===== src/rtl/fifo_pkg.sv =====
// Shared constants and width helpers for the dual-clock FIFO and its read-side packer.
package fifo_pkg;

  localparam int FIFO_DSIZE = 8;
  localparam int FIFO_ASIZE = 4;

  function automatic int cntWidth(input int pack);
    return $clog2(pack + 1);
  endfunction

  function automatic int laneWidth(input int pack);
    return (pack > 1) ? $clog2(pack) : 1;
  endfunction

  function automatic int idleWidth(input int timeout);
    return $clog2(timeout + 1);
  endfunction

endpackage


===== src/rtl/pack_idle_timer.sv =====
// Saturating idle counter used to flush partial packed words.
// Only instantiated when FIFO_PACK_FLUSH_EN is defined.
module pack_idle_timer
  import fifo_pkg::*;
#(
  parameter int TIMEOUT = 16
) (
  input  logic i_clk,
  input  logic i_rst,
  input  logic i_clear,
  output logic o_expired
);

  localparam int TW = idleWidth(TIMEOUT);
  localparam logic [TW-1:0] T_MAX = TW'(TIMEOUT);

  logic [TW-1:0] r_count;

  always_ff @(posedge i_clk) begin
    if (i_rst || i_clear) begin
      r_count <= '0;
    end else if (r_count != T_MAX) begin
      r_count <= r_count + TW'(1);
    end
  end

  assign o_expired = (r_count == T_MAX);

endmodule


===== src/rtl/fifo_rd_packer.sv =====
// Read-side FIFO consumer: pops entries and packs PACK of them per valid/ready output word.
// Define FIFO_PACK_FLUSH_EN to flush partial words after TIMEOUT idle cycles.
module fifo_rd_packer
  import fifo_pkg::*;
#(
  parameter int DSIZE      = FIFO_DSIZE,
  parameter int PACK       = 4,
  parameter int BIG_ENDIAN = 0,
  parameter int TIMEOUT    = 16
) (
  input  logic                  rclk,
  input  logic                  rrst,
  input  logic [DSIZE-1:0]      rdata,
  input  logic                  rempty,
  output logic                  rinc,
  output logic [DSIZE*PACK-1:0] m_data,
  output logic [PACK-1:0]       m_keep,
  output logic                  m_valid,
  input  logic                  m_ready
);

  localparam int CW = cntWidth(PACK);
  localparam int LW = laneWidth(PACK);
  localparam logic [CW-1:0] CNT_FULL = CW'(PACK);
  localparam logic [CW-1:0] CNT_LAST = CW'(PACK - 1);

  if (PACK < 2 || TIMEOUT < 1) begin : g_badParams
    $error("fifo_rd_packer: PACK must be >= 2 and TIMEOUT >= 1");
  end

  logic [DSIZE-1:0]      r_acc [PACK];
  logic [CW-1:0]         r_cnt;
  logic [DSIZE*PACK-1:0] r_data;
  logic [PACK-1:0]       r_keep;
  logic                  r_valid;

  logic                  w_outFree;
  logic                  w_complete;
  logic                  w_flush;
  logic [LW-1:0]         w_lane;
  logic [DSIZE*PACK-1:0] w_word;
  logic [PACK-1:0]       w_flushKeep;

  assign rinc       = !rrst && !rempty && (r_cnt < CNT_FULL);
  assign w_outFree  = !r_valid || m_ready;
  assign w_complete = (r_cnt == CNT_FULL) || ((r_cnt == CNT_LAST) && rinc);

  // The word being loaded includes the entry popped this very cycle.
  always_comb begin
    w_lane = LW'((BIG_ENDIAN != 0) ? (PACK - 1 - int'(r_cnt)) : int'(r_cnt));
    w_word = '0;
    for (int i = 0; i < PACK; i++) begin
      w_word[i*DSIZE +: DSIZE] = (rinc && (w_lane == LW'(i))) ? rdata : r_acc[i];
    end
  end

`ifdef FIFO_PACK_FLUSH_EN
  logic w_idleExpired;

  pack_idle_timer #(
    .TIMEOUT (TIMEOUT)
  ) u_idleTimer (
    .i_clk     (rclk),
    .i_rst     (rrst),
    .i_clear   (rinc || (r_cnt == '0)),
    .o_expired (w_idleExpired)
  );

  // A pop in the same cycle wins over the flush.
  assign w_flush = w_idleExpired && (r_cnt != '0) && (r_cnt < CNT_FULL) && w_outFree && !rinc;

  always_comb begin
    w_flushKeep = '0;
    for (int i = 0; i < PACK; i++) begin
      w_flushKeep[i] = (BIG_ENDIAN != 0) ? (i >= PACK - int'(r_cnt)) : (i < int'(r_cnt));
    end
  end
`else
  assign w_flush     = 1'b0;
  assign w_flushKeep = '1;
`endif

  always_ff @(posedge rclk) begin
    if (rrst) begin
      r_cnt   <= '0;
      r_data  <= '0;
      r_keep  <= '0;
      r_valid <= 1'b0;
      for (int i = 0; i < PACK; i++) r_acc[i] <= '0;
    end else if ((w_complete || w_flush) && w_outFree) begin
      r_data  <= w_word;
      r_keep  <= w_complete ? '1 : w_flushKeep;
      r_valid <= 1'b1;
      r_cnt   <= '0;
      for (int i = 0; i < PACK; i++) r_acc[i] <= '0;
    end else begin
      if (r_valid && m_ready) r_valid <= 1'b0;
      if (rinc) begin
        r_cnt         <= r_cnt + CW'(1);
        r_acc[w_lane] <= rdata;
      end
    end
  end

  assign m_data  = r_data;
  assign m_keep  = r_keep;
  assign m_valid = r_valid;

endmodule

===== config.mk =====
export PLATFORM = sky130hd
export DESIGN_NAME = fifo_rd_packer
export DESIGN_NICKNAME = d
export VERILOG_FILES = /design/src/rtl/fifo_pkg.sv /design/src/rtl/pack_idle_timer.sv /design/src/rtl/fifo_rd_packer.sv
export SDC_FILE = /design/constraint.sdc
export NUM_CORES = 1
export LEC_CHECK = 0
export ABC_CLOCK_PERIOD_IN_PS = 3300
export BUFFER_PORTS_ARGS = -buffer_cell sky130_fd_sc_hd__buf_2
export CELL_PAD_IN_SITES_DETAIL_PLACEMENT = 0
export CELL_PAD_IN_SITES_GLOBAL_PLACEMENT = 1
export CORE_MARGIN = 5
export CORE_UTILIZATION = 29
export DETAILED_ROUTE_END_ITERATION = 8
export PLACE_DENSITY = 0.54
export SLEW_MARGIN = 20
export SYNTH_ARGS = -nofsm -noshare
export SYNTH_HDL_FRONTEND = slang
export SYNTH_SLANG_ARGS = --single-unit

===== constraint.sdc =====
create_clock -name rclk -period 3.3 [get_ports rclk]
set_input_delay 0.66 -clock rclk [delete_from_list [all_inputs] [get_ports rclk]]
set_output_delay 0.66 -clock rclk [all_outputs]
set_load 0.03 [all_outputs]

==> results of run 1 <==
registers in the layout, summed over array words and instances, names as in the netlist:
| register | count |
|---|---|
| r_cnt | 3 |
| m_keep | 1 |
| r_acc | 32 |
| m_data | 32 |
| m_valid | 1 |
final timing paths:
| kind | start | endpoint | slack [ns] | cells after the start |
|---|---|---|---|---|
| setup / recovery | r_cnt[2] | r_acc[1][2] | 0.57 | 6 |
| hold / removal | m_data[8] | m_data[8] | 0.45 | 2 |
| setup reg to reg | r_cnt[2] | r_acc[1][2] | 0.57 | 6 |
| hold reg to reg | m_data[8] | m_data[8] | 0.45 | 2 |
final cells by class:
type | instances | area [µm²]
Multi-Input combinational cell | 169 | 1200
Inverter | 7 | 26.3
Timing Repair Buffer | 56 | 298
Fill cell | 1104 | 6740
Sequential cell | 69 | 1700
Clock buffer | 13 | 159
Clock inverter | 3 | 68.8
Tap cell | 136 | 170
cell usage after synthesis:
| master | n | share of area (%) |
|---|---|---|
| o21ai_0 | 1 | 0.16 |
| nor4b_1 | 1 | 0.28 |
| and3_1 | 8 | 1.6 |
| a2111oi_4 | 3 | 2.7 |
| or3_1 | 1 | 0.20 |
| ha_1 | 5 | 2.0 |
| o21a_4 | 1 | 0.49 |
| nand2b_1 | 1 | 0.20 |
| buf_4 | 5 | 1.2 |
| buf_2 | 3 | 0.49 |
| nor2_1 | 3 | 0.36 |
| o311ai_0 | 8 | 2.3 |
| nand2_1 | 51 | 6.2 |
| edfxtp_1 | 32 | 31 |
| clkinv_1 | 1 | 0.12 |
| or3b_2 | 8 | 2.3 |
| o21a_1 | 1 | 0.24 |
| and2_1 | 25 | 5.1 |
| or2_2 | 1 | 0.20 |
| a21oi_1 | 9 | 1.5 |
| nand3_1 | 3 | 0.49 |
| buf_6 | 2 | 0.73 |
| inv_1 | 6 | 0.73 |
| buf_12 | 3 | 1.9 |
| nor3_2 | 1 | 0.32 |
| nor4b_4 | 1 | 0.77 |
| nor3_1 | 3 | 0.49 |
| dfxtp_1 | 37 | 24 |
| clkbuf_1 | 7 | 0.85 |
| mux2i_1 | 33 | 11 |
| xnor2_1 | 1 | 0.28 |
per-layer routing:
| layer | share of wire, % | global-route usage [%] | routed length (µm) | vias up |
|---|---|---|---|---|
| li1 | - | - | - | 1010 |
| met1 | 48 | 14.4 | 3240 | 949 |
| met2 | 46 | 17.1 | 3110 | 42 |
| met3 | 4.5 | 3.42 | 304 | 7 |
| met4 | 1.1 | 4.09 | 73 | 0 |
| met5 | 0 | 0 | 0 | - |
through the flow:
step	instances	setup WS [ns]	util (%)
6_report	453	0.573	35.0
5_1_grt	453	0.358	35.0
4_1_cts	453	0.527	35.0
3_5_place_dp	437	0.549	32.8
3_3_place_gp	437	0.533	32.8
2_1_floorplan	265	1.08	-
power breakdown:
part | leakage (nW) | switching (W) | internal (W)
Clock | 0.114 | 0.000314 | 0.000469
Combinational | 0.668 | 0.0000760 | 0.0000377
Sequential | 0.631 | 0.0000129 | 0.000926
worst max-delay path, cell delays in order, from the launching register on:
cell and delay (ns):
dfxtp_1 0.66, inv_1 0.10, ha_1 0.33, nor4b_4 0.22, o21ai_0 0.79, nand3_1 0.17
buf_4 0.22
logic make-up (layout without fill, tap and decap cells):
| group | Yosys count | in the layout | share of synthesized area (%) |
|---|---|---|---|
| and+or+nand+nor | 107 | 107 | 18.5 |
| adders and majority gates | 5 | 5 | 2.03 |
| DFF | 69 | 69 | 55.1 |
| xor gates and xnor gates | 1 | 1 | 0.284 |
| buffers and inverters | 27 | 79 | 6.08 |
| muxes | 33 | 33 | 10.7 |
| AOI/OAI and AO/OA | 23 | 23 | 7.30 |
==> summary.md, run 1 <==
| Metric | Value |
|---|---|
| Synthesis-stage register bit count | `just under 70` |
| Post-Syn Nets | `roughly 280` |
| Layout Area Growth over Synthesis | `17.5%` |
| Netlist cell types | `31` |
| Global-route wire length before repair | `approximately 11,000 µm` |
| Die width | `roughly 110 µm` |
| Post-CTS Resized | `0` |
| DRC violations left | `0` |
| Final hold viol count | `0` |
| Core Rows | `37` |
| Post-Syn Instances | `between 200 and 300` |
| Sequential area share after synthesis | `between 50 and 60%` |
| DP Area | `about 3400 µm²` |
| Initial core utilization | `approximately 30%` |
| Commonest cells after routing, fill and taps aside | `nand2_1 (51), buf_2 (49), dfxtp_1 (37)` |
| Largest net degree at the start of global routing | `23` |
| Worst setup EP type | `register` |
| Critical Path RT | `around 3.4 ns` |
| Clock latency on the worst-skew pair | `between 0.3 and 0.4 ns` |
| Routed via count | `around 2,000` |
| # H-tree levels | `3` |
| Crit-path max FO | `11` |
| Overall Global Routing Usage | `approximately 11%` |
| Pwr dens | `slightly above 500 nW/µm²` |
| CTS tree | `done` |
| Initial antenna violation count | `0` |
| Final hold slack | `0.453 ns` |
| Boundary pin count | `50` |
| Vias in the first global route | `about 2,000` |
| RSZ-0062 raised after global routing | `no` |
| Drt first pass iters | `4` |
| Post-CTS Setup Bufs | `0` |
| Hold_buf cts | `0` |
| CTS Sinks | `~70` |
| Actual slew at the worst max-slew pin | `around 0.94 ns` |
| Max Cap Viol | `0` |
| Clk root buf | `clkbuf_8` |
| Bufs on Longest Clock Path | `2` |
| Die area | `12,800 µm²` |
| Final #Nets | `roughly 330` |
| Final Wtd Congestion | `0.686` |
| Fin. max-slew vios | `0` |
| Dpl hpwl | `4770 µm` |
| DRT iter0 DRCs | `55` |
| Remaining antenna violation count | `0` |
| Setup tns final | `0 ns` |
| Yosys warning count | `0` |
| Crit share post-route | `just over 80%` |
| Most common cell after layout, fill and taps aside | `nand2_1` |
| Fin area | `3630 µm²` |
| Number of buffers created by CTS | `9` |
| Mapped Area | `about 3000 µm²` |
| Final wirelength | `a little under 7000 µm` |
| Height of the die | `between 100 and 150 µm` |
| Mean post-synth cell area | `~12 µm²` |
| HP Class | `reg2reg` |
| Fmax | `367 MHz` |
| Leakage | `1.41 nW` |
| Port Buffers | `49` |
| Final Power | `between 0.0015 and 0.002 W` |
| Core area | `about 10,000 µm²` |
| Vias per inst | `about 4.4` |
| Clock transition at the registers of the reported paths | `roughly 0.070 ns` |
| Status | `finished, final reports clean` |
| Max-slew headroom | `36.4%` |
| Worst Skew | `between 0.007 and 0.008 ns` |
| Worst EP arrival | `around 2.8 ns` |
| Ant diodes | `0` |
| Total global routing overflow | `0` |
| Worst VDD drop | `between 0.15 and 0.2 mV` |
| Crit path kind | `reg2reg` |
| Min Tclk post-route | `~2.7 ns` |
| Setup crit start kind | `register` |
| Layout cells sized above 1 | `between 20% and 30%` |
| Routed length per instance | `about 15 µm` |
| Setup violators final | `0` |
No activity file was read; power rests on OpenSTA's default activity.
==> run 2, diff against run 1 <==
ABC_CLOCK_PERIOD_IN_PS = 2700   (was 3300)
clock period = 2.7 ns   (was 3.3 ns; I/O delays follow)
==> summary.md, run 2 (synthesis gave the netlist of run 1 again) <==
| Metric | Value |
|---|---|
| Vias in the first global route | `2,037` |
| Clk root buf | `clkbuf_8` |
| CTS Sinks | `69` |
| Hold Path Depth | `2` |
| Initial core utilization | `~30%` |
| Drt first pass iters | `4` |
| Routed via count | `just under 2,000` |
| Total global routing overflow | `0` |
| Slowest CP cell | `nand3_1` |
| Port Buffers | `49` |
| Logic pwr share | `approximately 6.7%` |
| Commonest cells after routing, fill and taps aside | `nand2_1 (51), buf_2 (49), dfxtp_1 (37)` |
| Height of the die | `113 µm` |
| Remaining antenna violation count | `0` |
| Vias per inst | `between 4 and 5` |
| Fmax | `between 400 and 500 MHz` |
| Layout cells sized above 1 | `about 28%` |
| WP buf/inv | `0` |
| Final Non-Filler Cells | `between 400 and 500` |
| Die width | `~110 µm` |
| Crit share post-route | `82.9%` |
| Fin area | `3600 µm²` |
| Crit path kind | `reg2reg` |
| DP Area | `3420 µm²` |
| Min Tclk post-route | `2.24 ns` |
| Bufs on Longest Clock Path | `2` |
| Max-slew headroom | `between 60% and 70%` |
| P_int | `approximately 0.0016 W` |
| Global-route wire length before repair | `between 10,000 and 15,000 µm` |
| DRC violations left | `0` |
| Hold_buf cts | `0` |
| P_sw | `slightly above 0.0005 W` |
| Worst VDD drop | `~0.25 mV` |
| DRT iter0 DRCs | `between 40 and 50` |
| Final wirelength | `6540 µm` |
| Largest net degree at the start of global routing | `41` |
| Routed length per instance | `approximately 14 µm` |
| Clk pwr share | `between 30% and 40%` |
| Final #Nets | `332` |
| Fin. max-slew vios | `0` |
| Most common cell after layout, fill and taps aside | `nand2_1` |
| Boundary pin count | `50` |
| Critical Path Most Common Cell | `ha_1` |
| Crit-path leading delay family | `simple AND/OR/NAND/NOR gates` |
| Core Rows | `37` |
| Leakage | `1.41 nW` |
| Switching share of power | `between 20 and 25%` |
| Final Wtd Congestion | `0.726` |
| Setup violators final | `0` |
| Slowest stage delay, CP | `0.43 ns` |
| CTS tree | `done` |
| Clock latency on the worst-skew pair | `0.34 ns` |
| Worst setup EP type | `register` |
| Pwr dens | `between 500 and 600 nW/µm²` |
| Worst EP arrival | `approximately 2.2 ns` |
| Dpl hpwl | `approximately 4700 µm` |
| Final hold slack | `about 0.46 ns` |
| Max Cap Viol | `0` |
| CP Depth | `5` |
| RSZ-0062 raised after global routing | `no` |
| Final hold viol count | `0` |
| Die area | `between 10,000 and 15,000 µm²` |
| Core area | `10,400 µm²` |
| Number of buffers created by CTS | `9` |
| Ant diodes | `0` |
| FF-to-FF path depth | `5` |
| # H-tree levels | `3` |
| Sequential share of power | `about 55%` |
| Crit-path max FO | `8` |
| Final Power | `just over 0.002 W` |
| Post-CTS Resized | `0` |
| Setup crit start kind | `register` |
| Initial antenna violation count | `0` |
| Overall Global Routing Usage | `10.5%` |
| Placed cell count | `440` |
| Clock transition at the registers of the reported paths | `around 0.07 ns` |
| Worst Skew | `approximately 0.0099 ns` |
| Worst R2R Setup Slack | `approximately 0.46 ns` |
| Setup tns final | `0 ns` |
| Critical Path RT | `about 2.7 ns` |
| Actual slew at the worst max-slew pin | `between 0.5 and 0.6 ns` |
| HP Class | `reg2reg` |
| Crit path cell chain | `ha_1 -> ha_1 -> nor4b_4 -> o21ai_0 -> nand3_1` |
| Post-CTS Setup Bufs | `0` |
| Status | `finished, final reports clean` |
| Layout Area Growth over Synthesis | `16.7%` |
-- run 2: cell types whose count changed in the layout (fill, tap and decap cells not counted), sizes merged --
cell,change
clkbuf,-3
clkinvlp,+1
buf,+3
clkinv,+1
bufinv,-2
inv,+2
-- run 2: power by group through the flow --
stage / Combinational [W] / Clock (W) / Sequential, W
after floorplan: 0.0000839 / 0 / 0.00117
after global placement: 0.000142 / 0 / 0.00117
after detailed placement: 0.000142 / 0 / 0.00117
after CTS: 0.000143 / 0.000820 / 0.00115
after global routing: 0.000155 / 0.000857 / 0.00115
final: 0.000139 / 0.000790 / 0.00115
-- run 2: cell type report --
type	instances	area, µm²
inverters	7	26.3
well taps	136	170
fillers	1091	6770
clock buffers	10	149
multi-input cells	169	1200
flip-flops and latches	69	1700
clock inverters	5	32.5
repair buffers	59	320
-- run 2: final timing paths --
| path | to | start |
|---|---|---|
| min | m_data[5] | m_data[5] |
| min reg2reg | m_data[5] | m_data[5] |
| max reg2reg | r_acc[2][1] | r_cnt[0] |
| max | r_acc[2][1] | r_cnt[0] |
-- run 2: metal layers --
layer | wire length (µm) | vias to the layer above | track usage [%]
met2 | 3040 | 42 | 16.9
met3 | 321 | 6 | 4.01
met5 | 0 | - | 0
met4 | 70 | 0 | 2.88
met1 | 3110 | 919 | 13.1
li1 | - | 1023 | -
-- run 2: worst min-delay path, delay by kind of cell, from the launching register on --
| family | cells | cell delay (ns) |
|---|---|---|
| flops | 1 | 0.31 |
| mux | 1 | 0.05 |
| simple gates | 1 | 0.05 |
-- run 2: stage by stage --
stage	setup slack (ns)	utilization [%]
final	0.463	34.7
after global routing	0.257	34.7
after CTS	0.451	34.7
after detailed placement	0.472	33.0
after global placement	0.481	33.0
after floorplan	0.480	-
